$ cat src/rtl/gate_sweep_ctrl_pkg.sv
// Shared definitions for the 3-input gate sweep controller: state encoding,
// reference function codes and the gate delay used by the lab gate library.
`ifndef GATE_DELAY
`define GATE_DELAY 15
`endif

package gate_sweep_ctrl_pkg;

    typedef enum logic [2:0] {
        ST_IDLE,
        ST_APPLY,
        ST_SETTLE,
        ST_SAMPLE,
        ST_DONE
    } sweep_state_t;

    localparam logic [1:0] FUNC_AND  = 2'b00;
    localparam logic [1:0] FUNC_OR   = 2'b01;
    localparam logic [1:0] FUNC_NAND = 2'b10;
    localparam logic [1:0] FUNC_NOR  = 2'b11;

    localparam logic [2:0] LAST_VEC = 3'd7;

endpackage

$ cat src/rtl/gate_sweep_ctrl_ref_model.sv
// Combinational golden model of the 3-input gate selected by func.
module gate_ref_model
    import gate_sweep_ctrl_pkg::*;
(
    input  logic [1:0] func,
    input  logic [2:0] vec,
    output logic       expected
);

    always_comb begin
        expected = 1'b0;
        case (func)
            FUNC_AND:  expected = &vec;
            FUNC_OR:   expected = |vec;
            FUNC_NAND: expected = ~&vec;
            FUNC_NOR:  expected = ~|vec;
            default:   expected = 1'b0;
        endcase
    end

endmodule

$ cat src/rtl/gate_sweep_ctrl.sv
// Sweeps all eight input vectors through an external 3-input gate, waits a
// settle time per vector, and scores each sample against a reference gate.
module gate_sweep_ctrl
    import gate_sweep_ctrl_pkg::*;
#(
    parameter int SETTLE_CYCLES = 2,
    parameter int CNT_W         = 4
) (
    input  logic             clk,
    input  logic             rst_n,
    input  logic             start,
    input  logic             abort,
    input  logic [1:0]       func_sel,
    input  logic             gate_out,
    output logic [2:0]       gate_in,
    output logic             busy,
    output logic             done,
    output logic             pass,
    output logic [CNT_W-1:0] err_cnt,
    output logic [2:0]       fail_vec,
    output logic             fail_valid
);

    localparam int SC_W = (SETTLE_CYCLES > 1) ? $clog2(SETTLE_CYCLES) : 1;
    localparam logic [SC_W-1:0]  SETTLE_LAST = SC_W'(SETTLE_CYCLES > 0 ? SETTLE_CYCLES - 1 : 0);
    localparam logic [CNT_W-1:0] ERR_MAX     = '1;

    sweep_state_t    state;
    sweep_state_t    state_next;
    logic [2:0]      vec;
    logic [SC_W-1:0] settle_cnt;
    logic [1:0]      func_q;
    logic            expected;
    logic            mismatch;

    gate_ref_model u_ref (
        .func     (func_q),
        .vec      (gate_in),
        .expected (expected)
    );

    // Identity comparison so an undriven or unknown gate output scores as an error.
    assign mismatch = (gate_out !== expected);

    assign busy = (state != ST_IDLE);
    assign done = (state == ST_DONE);

    always_ff @(posedge clk or negedge rst_n) begin
        if (!rst_n) begin
            state <= ST_IDLE;
        end else begin
            state <= state_next;
        end
    end

    always_comb begin
        state_next = state;
        case (state)
            ST_IDLE:   if (start) state_next = ST_APPLY;
            ST_APPLY:  state_next = (SETTLE_CYCLES > 0) ? ST_SETTLE : ST_SAMPLE;
            ST_SETTLE: if (settle_cnt == SETTLE_LAST) state_next = ST_SAMPLE;
            ST_SAMPLE: state_next = (vec == LAST_VEC) ? ST_DONE : ST_APPLY;
            ST_DONE:   state_next = ST_IDLE;
            default:   state_next = ST_IDLE;
        endcase
        if (abort && (state != ST_IDLE)) begin
            state_next = ST_IDLE;
        end
    end

    // Abort only parks the vector; the partial score stays visible for debug.
    always_ff @(posedge clk or negedge rst_n) begin
        if (!rst_n) begin
            gate_in    <= '0;
            pass       <= 1'b0;
            err_cnt    <= '0;
            fail_vec   <= '0;
            fail_valid <= 1'b0;
            vec        <= '0;
            settle_cnt <= '0;
            func_q     <= FUNC_AND;
        end else if (state == ST_IDLE) begin
            if (start) begin
                func_q     <= func_sel;
                vec        <= '0;
                err_cnt    <= '0;
                fail_valid <= 1'b0;
                fail_vec   <= '0;
                pass       <= 1'b0;
            end
        end else if (abort) begin
            gate_in <= '0;
        end else begin
            case (state)
                ST_APPLY: begin
                    gate_in    <= vec;
                    settle_cnt <= '0;
                end
                ST_SETTLE: begin
                    settle_cnt <= settle_cnt + 1'b1;
                end
                ST_SAMPLE: begin
                    if (mismatch) begin
                        if (err_cnt != ERR_MAX) begin
                            err_cnt <= err_cnt + 1'b1;
                        end
                        if (!fail_valid) begin
                            fail_vec   <= gate_in;
                            fail_valid <= 1'b1;
                        end
                    end
                    if (vec != LAST_VEC) begin
                        vec <= vec + 3'd1;
                    end
                end
                ST_DONE: begin
                    pass <= (err_cnt == '0);
                end
                default: begin
                end
            endcase
        end
    end

endmodule
$ cat config.mk
export PLATFORM = sky130hd
export DESIGN_NAME = gate_sweep_ctrl
export DESIGN_NICKNAME = d
export VERILOG_FILES = /design/src/rtl/gate_sweep_ctrl_pkg.sv /design/src/rtl/gate_sweep_ctrl_ref_model.sv /design/src/rtl/gate_sweep_ctrl.sv
export SDC_FILE = /design/constraint.sdc
export NUM_CORES = 1
export LEC_CHECK = 0
export ABC_AREA = 1
export CELL_PAD_IN_SITES_DETAIL_PLACEMENT = 0
export CELL_PAD_IN_SITES_GLOBAL_PLACEMENT = 1
export CORE_MARGIN = 1
export CORE_UTILIZATION = 41
export CTS_CLUSTER_SIZE = 12
export DETAILED_ROUTE_END_ITERATION = 6
export GPL_ROUTABILITY_DRIVEN = 0
export PLACE_DENSITY = 0.81
export REMOVE_ABC_BUFFERS = 1
export SLEW_MARGIN = 10
export SYNTH_ARGS = -nofsm -noshare
export SYNTH_HDL_FRONTEND = slang
export SYNTH_SLANG_ARGS = --single-unit
$ cat constraint.sdc
create_clock -name clk -period 2.37 [get_ports clk]
set_input_delay 0.237 -clock clk [delete_from_list [all_inputs] [get_ports clk]]
set_output_delay 0.237 -clock clk [all_outputs]
set_load 0.1 [all_outputs]
==> impl_results.md, run 1 <==
- Crit path DAT: around 1.4 ns
- Comb power frac: around 64%
- HP Class: in2async
- Slowest cell on crit path: dfrtp_1
- Buf/Inv on CP: 2
- Worst Tran Pin Value: about 0.27 ns
- Psw: ~0.0011 W
- Worst Clk Skew: approximately 0.0017 ns
- Setup Viol. Count Final: 0
- Post-route ant nets: 0
- DRT Wirelength: 2.18 mm
- FP Rows: 18
- Clock Path Buffers: 2
- Initial antenna violation count: 0
- Area of the core: between 2000 and 3000 µm²
- Startpoint Class: register
- Number of global-route vias before repair: about 790
- Max-Cap Viols: 0
- TritonRoute pass-1 iters: 4
- Boundary Pins: 21
- Largest net degree at the start of global routing: 22
- Total CTS buffers: 3
- Hold buffer count at CTS: 0
- Via density: about 5
- Final period utilization: about 69%
- Synthesized instance count: ~130
- Max Slew Vio Count: 0
- RSZ-0062 raised after global routing: no
- Clk slew on worst S/H paths: approximately 0.11 ns
- DP HPWL: approximately 1.7 mm
- CP peak stage delay: 0.45 ns
- Post-route setup TNS: 0 ns
- Largest fanout on the critical path: 4
- Worst-Skew Late Latency: about 0.30 ns
- Flops & latches, synth: 21
- Fin util: approximately 54%
- CTS tree: yes
- Cells along the critical path: nor2_4, inv_1, nor2_1, buf_4
- Full die area: between 3000 and 4000 µm²
- Gr ovfl total: 0
- Count of unique library cells instantiated by Yosys: 26
- # resized after CTS: 0
- Sequential area share after synthesis: between 40 and 50%
- Starting Density: approximately 45%
- Fill cells: 262
- CP required: around 2.1 ns
- Int Pwr: around 0.00087 W
- Area grow syn2layout: 19.5%
- DR vias: between 900 and 1000
- Initial DRC count: 15
- Yosys warnings: 0
- Mean area per synthesized cell: roughly 8.7 µm²
- Final Hold Fails: 0
- Switch share: around 57%
- Mapped Area: about 1200 µm²
- Post-CTS Setup Inserts: 0
- Clock sink total: 21
- Final antenna diode count: 0
- Die Y: roughly 55 µm
- First-pass GRT wire length: 3.46 mm
- Layout cells sized above 1: between 20% and 30%
- Clock power frac: 8.5%
- IR drop worst, VDD: ~0.8 mV
- Final nets: approximately 170
- Type of the worst setup path: reg2out
- IO Port Bufs: 20
- Sequential Power Share: between 20% and 30%
- Fmax: just over 0.6 GHz
- Chip Width: between 50 and 60 µm
- DRC Markers: 0
- Clock Tree Root: clkbuf_4
- Routed wire per std cell: approximately 12 µm
- Kind of cell adding the most delay to the critical path: flip-flops
- Outcome: finished clean
- Clock period minus worst slack: between 1.5 and 2 ns
- Slew margin rel.: between 80% and 90%
- Leakage power total: around 0.70 nW
- Pwr Density: roughly 1500 nW/µm²
- All-Layer GR Usage: between 10% and 20%
- Crit path capture type: output pin
- H-Tree Depth: 1
## cell families after synthesis
family	Yosys count	share of synthesized area, %
DFF	21	45.4
AOI/OAI and AO/OA	20	9.30
xor gates and xnor gates	2	1.51
and+or+nand+nor	62	31.0
adders and majority gates	4	4.32
buffers and inverters	24	8.43
## layout by cell type (no fill, tap or decap), types with 3 or more instances in the layout
| cell | instances |
|---|---|
| nand2_4 | 3 |
| clkbuf_4 | 3 |
| inv_1 | 21 |
| clkdlybuf4s50_1 | 6 |
| ha_1 | 4 |
| a21oi_1 | 5 |
| o21ai_0 | 3 |
| o22ai_1 | 3 |
| nor2_1 | 9 |
| nand2_1 | 24 |
| o21ai_1 | 8 |
| buf_4 | 15 |
| nand3_1 | 12 |
| nor3_1 | 3 |
| dfrtp_1 | 21 |
| nand3_4 | 3 |
## worst paths after layout
check,startpoint,end,slack [ns],cells past startpoint
min in group clk,func_sel[1],func_q[1]$_DFFE_PN0P_,0.51,3
max,state[0]$_DFFE_PN0P_,done,0.74,4
max in group asynchronous,rst_n,err_cnt[0]$_DFFE_PN0P_,1.89,2
min,rst_n,func_q[1]$_DFFE_PN0P_,0.27,2
min reg2reg,func_q[0]$_DFFE_PN0P_,func_q[0]$_DFFE_PN0P_,0.53,2
max reg2reg,vec[0]$_DFFE_PN0P_,vec[1]$_DFFE_PN0P_,0.87,6
## cell usage after synthesis
| library cell | instances | area share [%] |
|---|---|---|
| xor2_1 | 1 | 0.76 |
| nand3b_1 | 1 | 0.65 |
| nand2_2 | 1 | 0.54 |
| nand3_4 | 3 | 4.5 |
| nor2_4 | 1 | 0.97 |
| nand2_4 | 3 | 2.9 |
| xnor2_1 | 1 | 0.76 |
| dfrtp_1 | 21 | 45 |
| inv_2 | 2 | 0.65 |
| nor3b_1 | 1 | 0.65 |
| ha_1 | 4 | 4.3 |
| inv_1 | 21 | 6.8 |
| a21oi_1 | 5 | 2.2 |
| o21ai_1 | 8 | 3.5 |
| nor2_1 | 9 | 2.9 |
| nand3_1 | 12 | 5.2 |
| o21ai_0 | 3 | 1.3 |
| and2_4 | 1 | 0.76 |
| nor2_8 | 1 | 1.7 |
| buf_6 | 1 | 0.97 |
| or2_2 | 1 | 0.54 |
| o22ai_1 | 3 | 1.6 |
| nor3_1 | 3 | 1.3 |
| a21oi_2 | 1 | 0.76 |
| nand2_1 | 24 | 7.8 |
| nand4_1 | 1 | 0.54 |
## area by class of cell
type / instances / area (µm²) / share of cell area (%)
multi-input combinational: 88 / 534 / 38.6
clock buffer: 4 / 26.3 / 1.90
sequential: 21 / 526 / 38.0
tap: 30 / 37.5 / 2.71
timing repair buffer: 21 / 173 / 12.5
inverter: 23 / 86.3 / 6.24
## state kept, by name, summed over array words and instances, names as in the netlist
name / cells
state: 3
vec: 3
fail_valid: 1
fail_vec: 3
gate_in: 3
settle_cnt: 1
err_cnt: 4
func_q: 2
pass: 1
## per-layer routing
layer	vias up	routed length, µm	global-route usage (%)
li1	479	-	-
met1	430	1120	22.2
met2	18	955	25.5
met3	2	96	4.92
met4	0	15	3.75
met5	-	0	0
## power by group through the flow
stage / clock network, W / logic [W] / registers (W)
global route: 0.000198 / 0.00139 / 0.000575
detailed placement: 0 / 0.00129 / 0.000569
CTS: 0.000176 / 0.00129 / 0.000560
floorplan: 0 / 0.000673 / 0.000930
finish: 0.000171 / 0.00128 / 0.000561
global placement: 0 / 0.00127 / 0.000565
## stage by stage
stage	cells	hold WS [ns]	power [W]	setup slack (ns)	instance area (µm²)
after floorplan	132	-0.0586	0.00160	0.0650	1150
after global placement	183	0.497	0.00184	0.784	1360
after detailed placement	183	0.510	0.00186	0.767	1360
after CTS	187	0.278	0.00203	0.724	1380
after global routing	187	0.299	0.00216	0.577	1380
final	187	0.271	0.00201	0.738	1380
Note: power is estimated with default switching activity, not from simulation.
==> run 2: changes to the inputs <==
- CORE_UTILIZATION: 41 -> 34
- PLACE_DENSITY: 0.81 -> 0.71
- clock period: 2.37 -> 1.5 ns (I/O delays scaled with it)
==> impl_results.md, run 2 (synthesis gave the netlist of run 1 again) <==
- Crit path capture type: register
- Area of the core: 3150 µm²
- Outcome: finished clean
- Gr ovfl total: 0
- Cells along the critical path: nor2_4, nand2_4, buf_12, nand2_8, nand2_8, buf_4, o21ai_0, o21ai_0
- Max reg flops: 4
- Max Slew Vio Count: 0
- All-Layer GR Usage: 15.1%
- Final Hold Fails: 0
- Fmax: 0.693 GHz
- Most common cell after layout, fill and taps aside: dfrtp_1
- Area grow syn2layout: 48.5%
- Pwr Density: approximately 2200 nW/µm²
- Startpoint Class: register
- Number of global-route vias before repair: 941
- First-pass GRT wire length: approximately 4.1 mm
- HP Class: in2async
- H-Tree Depth: 1
- Psw: approximately 0.002 W
- Worst Clk Skew: around 0.0019 ns
- CP required: between 1.5 and 2 ns
- Clock power frac: approximately 6.9%
- Worst R2R Start: state[1]$_DFFE_PN0P_
- Largest fanout on the critical path: 5
- Clock sink total: 21
- IO Port Bufs: 20
- Leakage power total: around 0.81 nW
- TritonRoute pass-1 iters: 4
- Post-Place Cells: 199
- Clock period minus worst slack: about 1.4 ns
- Most flop-heavy register: err_cnt
- Post-route setup TNS: 0 ns
- Initial DRC count: 17
- IR drop worst, VDD: roughly 1.5 mV
- Boundary Pins: 21
- Int Pwr: 0.00186 W
- Chip Width: between 60 and 70 µm
- Via density: 4.50
- Starting Density: a little under two fifths
- Reg2Reg Depth: 8
- CTS tree: yes
- Final antenna diode count: 0
- Setup Viol. Count Final: 0
- Hold buffer count at CTS: 0
- RSZ-0062 raised after global routing: yes
- DRT Wirelength: 2.31 mm
- Buf/Inv on CP: 2
- DP HPWL: about 1.7 mm
- Max-Cap Viols: 0
- Final period utilization: 96.2%
- Total CTS buffers: 3
- Comb power frac: just under 70%
- Design Power: about 0.0038 W
- DR vias: 953
- Slowest cell on crit path: dfrtp_1
- Post-route ant nets: 0
- Kind of cell adding the most delay to the critical path: flip-flops
- CP peak stage delay: 0.43 ns
- Switch share: between 50% and 60%
- Initial antenna violation count: 0
- Fin util: a little over half
- Commonest non-fill, non-tap cells in the layout: dfrtp_1 (21), inv_1 (20), nand2_1 (20)
- Clock Path Buffers: 2
- Worst-Skew Late Latency: just under 0.3 ns
- DRC Markers: 0
- Hold_ws: around 0.18 ns
- R2r endpoint: pass$_DFFE_PN0P_
- Clock Tree Root: clkbuf_4
- Full die area: between 3000 and 4000 µm²
- Type of the worst setup path: reg2reg
- Crit path DAT: around 1.6 ns
- Final nets: 180
- Routed wire per std cell: 10.9 µm
- Sequential Power Share: between 20% and 30%
- Reg2reg setup slack: ~0.057 ns
- Layout cells sized above 1: approximately 30%
- FP Rows: 20
- Critical Path Source: state[1]$_DFFE_PN0P_
- Slew margin rel.: a little over 80%
- Clk slew on worst S/H paths: between 0.1 and 0.15 ns
- Final Non-Filler Cells: between 200 and 250
- Worst Tran Pin Value: 0.288 ns
- Die Y: 60.3 µm
- Largest net degree at the start of global routing: 22
-- run 2: cell types whose count changed in the layout (fill, tap and decap cells not counted), moves of 2 or more --
cell	previous run	this run
buf_12	0	15
buf_4	15	10
nand2_1	24	20
nand2_2	1	4
nand2_8	0	2
-- run 2: worst register-to-register path, cell delays in order (launching register included) --
cell     delay, ns
dfrtp_1       0.43
nor2_4        0.17
nand2_4       0.08
buf_12        0.14
nand2_8       0.07
nand2_8       0.07
buf_4         0.14
o21ai_0       0.12
o21ai_0       0.11
-- run 2: routing by layer --
layer	vias to the layer above	GRT usage, %	part of all wire (%)	wire length, µm
li1	499	-	-	-
met1	432	20.1	47	1100
met2	20	24.5	48	1110
met3	2	2.99	4.1	95
met4	0	4.98	0.43	10
met5	-	0	0	0
-- run 2: final cells by class --
type / count / area [µm²]
multi-input combinational: 88 / 579
timing repair buffer: 32 / 447
tap: 44 / 55.1
inverter: 23 / 86.3
sequential: 21 / 526
clock buffer: 4 / 26.3
fill: 293 / 1430
-- run 2: power by group through the flow --
stage / clock (W) / combinational [W] / sequential, W
floorplan: 0 / 0.00106 / 0.00147
global placement: 0 / 0.00229 / 0.000939
detailed placement: 0 / 0.00231 / 0.000945
CTS: 0.000286 / 0.00250 / 0.000923
global route: 0.000322 / 0.00284 / 0.000950
finish: 0.000265 / 0.00264 / 0.000926
-- run 2: repair_timing --
action	4_1_cts	5_1_grt
endpoints found under the hold margin	0	0
pin swaps	2	0
gates resized for setup	2	11
setup buffers	6	3
setup endpoints to repair	2	15
-- run 2: worst max path at each step --
stage	end	slack (ns)	cells past startpoint
global placement	fail_vec[2]$_DFFE_PN0P_	0.06	10
floorplan	pass$_DFFE_PN0P_	-0.80	5
finish	pass$_DFFE_PN0P_	0.06	8
CTS	done	0.009	4
global route	err_cnt[0]$_DFFE_PN0P_	-0.07	9
detailed placement	fail_vec[2]$_DFFE_PN0P_	0.06	10
-- run 2: per-stage QoR --
stage / worst slack [ns] / cell area, µm²
6_report: 0.0572 / 1720
3_5_place_dp: 0.0576 / 1560
2_1_floorplan: -0.805 / 1150
5_1_grt: -0.0695 / 1720
3_3_place_gp: 0.0633 / 1560
4_1_cts: 0.00927 / 1650
